==> config.mk <==
export PLATFORM = sky130hd
export DESIGN_NAME = ttc_interrupt_ctrl
export DESIGN_NICKNAME = d
export VERILOG_FILES = /design/src/rtl/ttc_interrupt_ctrl.sv
export SDC_FILE = /design/constraint.sdc
export NUM_CORES = 1
export LEC_CHECK = 0
export ABC_AREA = 0
export BUFFER_PORTS_ARGS = -buffer_cell sky130_fd_sc_hd__buf_4
export CORE_MARGIN = 2
export CORE_UTILIZATION = 31
export DETAILED_ROUTE_END_ITERATION = 6
export GPL_TIMING_DRIVEN = 0
export PLACE_DENSITY = 0.54
export SYNTH_ARGS = -nofsm -noshare
export SYNTH_HDL_FRONTEND = slang
export SYNTH_SLANG_ARGS = --single-unit
==> constraint.sdc <==
create_clock -name pclk -period 2.2 [get_ports pclk]
set_clock_uncertainty 0.15 [all_clocks]
set_input_delay 0.33 -clock pclk [delete_from_list [all_inputs] [get_ports pclk]]
set_output_delay 0.33 -clock pclk [all_outputs]
set_load 0.05 [all_outputs]
==> src/rtl/ttc_interrupt_ctrl.sv <==
// Triple-timer-counter interrupt aggregator: edge/level capture into a raw status
// register, enable masking, W1C and clear-all, plus count/timeout event coalescing.
module ttc_interrupt_ctrl #(
  parameter int NUM_SRC     = 6,
  parameter int SYNC_STAGES = 1,
  parameter int CNT_W       = 4,
  parameter int TMO_W       = 8
) (
  input  logic               pclk,
  input  logic               n_p_reset,
  input  logic [31:0]        pwdata,
  input  logic               intr_en_reg_sel,
  input  logic               intr_mode_reg_sel,
  input  logic               intr_clr_sel,
  input  logic               clear_interrupt,
  input  logic               coal_reg_sel,
  input  logic [NUM_SRC-1:0] intr_src,
  output logic               interrupt,
  output logic [NUM_SRC-1:0] interrupt_reg_out,
  output logic [NUM_SRC-1:0] interrupt_raw_out,
  output logic [NUM_SRC-1:0] interrupt_en_out,
  output logic [NUM_SRC-1:0] interrupt_mode_out,
  output logic [CNT_W-1:0]   coal_cnt_out
);

  typedef enum logic [1:0] {IDLE, ACCUM, FIRE} state_t;

  logic [NUM_SRC-1:0] s, s_d, evt, clr_vec;
  logic [NUM_SRC-1:0] raw_q, en_q, mode_q;
  logic               interrupt_set;
  logic [CNT_W-1:0]   thresh_q, cnt_q, cnt_n;
  logic [TMO_W-1:0]   tmo_q, timer_q, timer_n;
  state_t             state_q, state_n;
  logic               ev_en, any_masked, coal_on;

  // Only the low bits of the write data are meaningful for each register.
  logic unused_pwdata;
  assign unused_pwdata = ^pwdata;

  generate
    if (SYNC_STAGES == 0) begin : g_nosync
      assign s = intr_src;
    end else begin : g_sync
      logic [NUM_SRC-1:0] sync_q [SYNC_STAGES];
      // NOTE: sequential state uses non-blocking assignments so every flop samples
      // pre-edge values; blocking here would collapse the synchroniser chain.
      always_ff @(posedge pclk or negedge n_p_reset) begin
        if (!n_p_reset) begin
          for (int k = 0; k < SYNC_STAGES; k++) sync_q[k] <= '0;
        end else begin
          sync_q[0] <= intr_src;
          for (int k = 1; k < SYNC_STAGES; k++) sync_q[k] <= sync_q[k-1];
        end
      end
      assign s = sync_q[SYNC_STAGES-1];
    end
  endgenerate

  assign evt        = (mode_q & s) | (~mode_q & s & ~s_d);
  // A clear-all right after an event is dropped so the event it raced cannot be lost.
  assign clr_vec    = (intr_clr_sel ? pwdata[NUM_SRC-1:0] : '0)
                    | {NUM_SRC{clear_interrupt & ~interrupt_set}};
  assign ev_en      = |(evt & en_q);
  assign any_masked = |(raw_q & en_q);
  assign coal_on    = (thresh_q != '0);

  always_ff @(posedge pclk or negedge n_p_reset) begin
    if (!n_p_reset) begin
      s_d           <= '0;
      raw_q         <= '0;
      en_q          <= '0;
      mode_q        <= '0;
      interrupt_set <= 1'b0;
      thresh_q      <= '0;
      tmo_q         <= '0;
    end else begin
      s_d           <= s;
      raw_q         <= (raw_q & ~clr_vec) | evt;
      interrupt_set <= |evt;
      if (intr_en_reg_sel)   en_q   <= pwdata[NUM_SRC-1:0];
      if (intr_mode_reg_sel) mode_q <= pwdata[NUM_SRC-1:0];
      if (coal_reg_sel) begin
        thresh_q <= pwdata[CNT_W-1:0];
        tmo_q    <= pwdata[16 +: TMO_W];
      end
    end
  end

  // NOTE: every always_comb output gets a default first, so no path infers a latch.
  always_comb begin
    state_n = state_q;
    cnt_n   = cnt_q;
    timer_n = timer_q;
    case (state_q)
      IDLE: begin
        if (coal_on && ev_en) begin
          state_n = ACCUM;
          cnt_n   = CNT_W'(1);
          timer_n = '0;
        end
      end
      ACCUM: begin
        if (ev_en && cnt_q != '1) cnt_n = cnt_q + 1'b1;
        if (timer_q != '1)        timer_n = timer_q + 1'b1;
        if (cnt_q >= thresh_q || (tmo_q != '0 && timer_q >= tmo_q)) begin
          state_n = FIRE;
        end else if (!any_masked) begin
          state_n = IDLE;
          cnt_n   = '0;
        end
      end
      FIRE: begin
        if (!any_masked) begin
          state_n = IDLE;
          cnt_n   = '0;
          timer_n = '0;
        end
      end
      default: state_n = IDLE;
    endcase
  end

  // Reprogramming the coalescer restarts it cleanly from IDLE.
  always_ff @(posedge pclk or negedge n_p_reset) begin
    if (!n_p_reset) begin
      state_q <= IDLE;
      cnt_q   <= '0;
      timer_q <= '0;
    end else if (coal_reg_sel) begin
      state_q <= IDLE;
      cnt_q   <= '0;
      timer_q <= '0;
    end else begin
      state_q <= state_n;
      cnt_q   <= cnt_n;
      timer_q <= timer_n;
    end
  end

  assign interrupt_reg_out  = raw_q & en_q;
  assign interrupt_raw_out  = raw_q;
  assign interrupt_en_out   = en_q;
  assign interrupt_mode_out = mode_q;
  assign coal_cnt_out       = cnt_q;
  assign interrupt          = coal_on ? (state_q == FIRE) && any_masked : any_masked;

endmodule
==> qor.txt <==
Clk_lat worst skew: 0.33 ns
Synth Flop Type: dfrtp_1
Routed wire length: 7130 um
Post-route ant nets: 0
Clock Tree Root: clkbuf_8
Startpoint Class: register
Crit path max fanout: 2
CP endpoint kind: register
Seq. cell area: 1430 sq um
First-pass GRT wire length: 11400 um
Syn_nets: 340
Fin. Hold Viols: 0
Max-slew violations: 0
Total number of vias: 2366
Reg2reg setup slack: 0.08 ns
Final worst slack: 0.0799 ns
RD Place Congestion: 0.814
Avg WL per Cell: 15.1 um
Seq/Total Area, Yosys: 48.9%
Post-synth EDFFs: 0
Port bufs: 53
CP Launch Point: tmo_q[0]$_DFFE_PN0P_
Fin crit share: 96.4%
Fraction of layout cells with a size suffix above 1: 32.4%
Max Fclk: 472 MHz
H-tree depth: 3
ANT cells: 0
Synth top area cells: dfrtp_1 (49%), ha_1 (7.7%), mux2_2 (5.4%)
VDD IR max: 289 uV
Post-Syn Instances: 277
Area of the multi-input gates: 1440 sq um
WP depth: 7
CTS tree: done
Synth top area share: 48.9%
Actual transition at the worst max-transition pin: 0.733 ns
Worst r2r dst: state_q[0]$_DFFE_PN0P_
Min Tclk post-route: 2.12 ns
Vias in the first global route: 2287
Status: complete, no violations
Clock-pin slew on the worst setup and hold paths: 0.07 ns
Post-Syn Area per Cell: 10.5 sq um
Synth unique cells: 51
CTS Sinks: 57
Initial antenna violation count: 0
Ys async rst share: 100%
Die Y: 101 um
Final Instance Area: 3830 sq um
Crit-path max cell delay: 0.41 ns
Reg2Reg Depth: 7
I/O pin cnt: 74
Worst hold path class: in2reg
Top-count cell post-synth: dfrtp_1
Slew HR: 51.1%
DIE AREA: 10200 sq um
Synth Warn #: 0
Vias/cell: 5.01
Detail Placement HPWL: 5190 um
Leakage: 1.75 nW
Leading area contributor after synthesis: dfrtp_1
Clk buf depth: 2
Critical-path cell list: ha_1, nand2b_4, a2111o_1, a31oi_4, and2_4, nor2_1, o32ai_2
CP bufs+invs: 0
RR Startpoint: tmo_q[0]$_DFFE_PN0P_
Endpoints failing setup: 0
Final net count: 419
CP top delay family: compound AO/OA/AOI/OAI gates
Core Rows: 35
Crit Path Class: reg2reg
Area after DPL: 3460 sq um
Max capacitance violation total: 0
GRT Util Overall: 14.6%
Core ar.: 9200 sq um
Post-synth design cell area: 2920 sq um
DR iter-0 viols: 61
Fillers: 920
GR Overflow Total: 0
Worst setup path endpoint: state_q[0]$_DFFE_PN0P_
Placement Setup Slack: -0.0970 ns
Cell Pwr Density: 788 nW/um^2
Total CTS buffers: 9
WP data required: 2.29 ns
Pin count of the biggest net entering global routing: 58
Synth top cells by count: dfrtp_1 (57), nand2_1 (30), inv_1 (19)
Die width: 101 um
Initial core utilization: 31.7%
Critical Path AT: 2.21 ns
Synth Register Bits: 57
Drt drc: 0
Worst path slowest cell: a2111o_1
Pre-Repair DR Iteration Count: 4
Layout area overhead: 31.3%
Total Neg Setup Slack: 0 ns
cell type report:
class | count | share of cell area [%]
inverter | 19 | 1.86
clock inverter | 5 | 0.816
multi-input combinational | 194 | 37.5
sequential | 57 | 37.3
tap | 111 | 3.62
buffer | 7 | 1.37
timing repair buffer | 68 | 13.9
clock buffer | 11 | 3.69
kinds of logic after synthesis:
kind of cell / Yosys count / synth area share, %
flip-flops: 57 / 48.9
buffers and inverters: 26 / 4.11
adder cells (fa/ha/maj): 18 / 7.72
multiplexers: 14 / 5.40
AND/OR/NAND/NOR: 98 / 18.6
AO/OA/AOI/OAI: 64 / 15.3
worst register-to-register path, cell delays in order, from the launching register on:
cell and delay [ns]:
dfrtp_1 0.38, ha_1 0.29, nand2b_4 0.13, a2111o_1 0.41
a31oi_4 0.22, and2_4 0.19, nor2_1 0.05, o32ai_2 0.20
through the flow:
| stage | total power, mW | cells | hold slack, ns | utilization [%] |
|---|---|---|---|---|
| final | 3.02 | 472 | 0.0515 | 41.7 |
| after global routing | 3.20 | 472 | 0.0350 | 41.7 |
| after CTS | 3.01 | 467 | 0.0375 | 40.8 |
| after detailed placement | 2.11 | 441 | 0.238 | 37.6 |
| after global placement | 2.09 | 441 | 0.228 | 37.6 |
| after floorplan | 1.83 | 277 | -0.116 | - |
sequential cells by signal (all words and copies together), names as in the netlist:
name,cells
tmo_q,8
s_d,6
interrupt_set,1
timer_q,8
thresh_q,4
g_sync.sync_q,6
coal_cnt_out,4
interrupt_mode_out,6
interrupt_en_out,6
interrupt_raw_out,6
state_q,2
power by group:
| group | switching (mW) | total, mW | internal, mW |
|---|---|---|---|
| Clock | 0.421 | 0.856 | 0.435 |
| Combinational | 0.574 | 0.946 | 0.373 |
| Sequential | 0.0799 | 1.22 | 1.14 |
worst min-delay path by stage:
| stage | slack [ns] | cells after the start | to | start |
|---|---|---|---|---|
| after floorplan | -0.12 | 0 | coal_cnt_out[0]$_DFFE_PN0P_ | n_p_reset |
| after global placement | 0.23 | 0 | s_d[5]$_DFF_PN0_ | g_sync.sync_q[5]$_DFF_PN0_ |
| after detailed placement | 0.24 | 0 | s_d[5]$_DFF_PN0_ | g_sync.sync_q[5]$_DFF_PN0_ |
| after CTS | 0.04 | 3 | tmo_q[3]$_DFFE_PN0P_ | pwdata[19] |
| after global routing | 0.04 | 3 | tmo_q[3]$_DFFE_PN0P_ | pwdata[19] |
| final | 0.05 | 3 | tmo_q[3]$_DFFE_PN0P_ | pwdata[19] |
layer usage:
| layer | GRT usage, % | wire [um] |
|---|---|---|
| met1 | 18.2 | 3230 |
| met2 | 24.5 | 3440 |
| met3 | 4.85 | 405 |
| met4 | 3.74 | 57 |
| met5 | 0 | 0 |
layout by cell type (no fill, tap or decap), types with 3 or more instances in the layout:
cell type	count
nand2b_1	5
nand4_1	7
clkbuf_1	5
clkbuf_8	10
o21ai_1	8
nand2_1	30
nand3_1	14
o21ai_0	17
buf_4	60
dfrtp_1	56
ha_1	18
mux2_2	14
clkinv_2	3
inv_1	19
nand2b_4	3
dlygate4sd3_1	7
nor2_1	12
and2_4	3
a21oi_1	12
buf_6	3
and2_1	5
what timing repair did:
action / CTS / global route
hold buffers: 7 / 0
resized for setup: 4 / 7
setup buffers: 3 / 5
pin swaps: 2 / 5
endpoints found under the hold margin: 63 / 0
endpoints found under the setup margin: 5 / 7
Power figures use the tool's default switching activity.
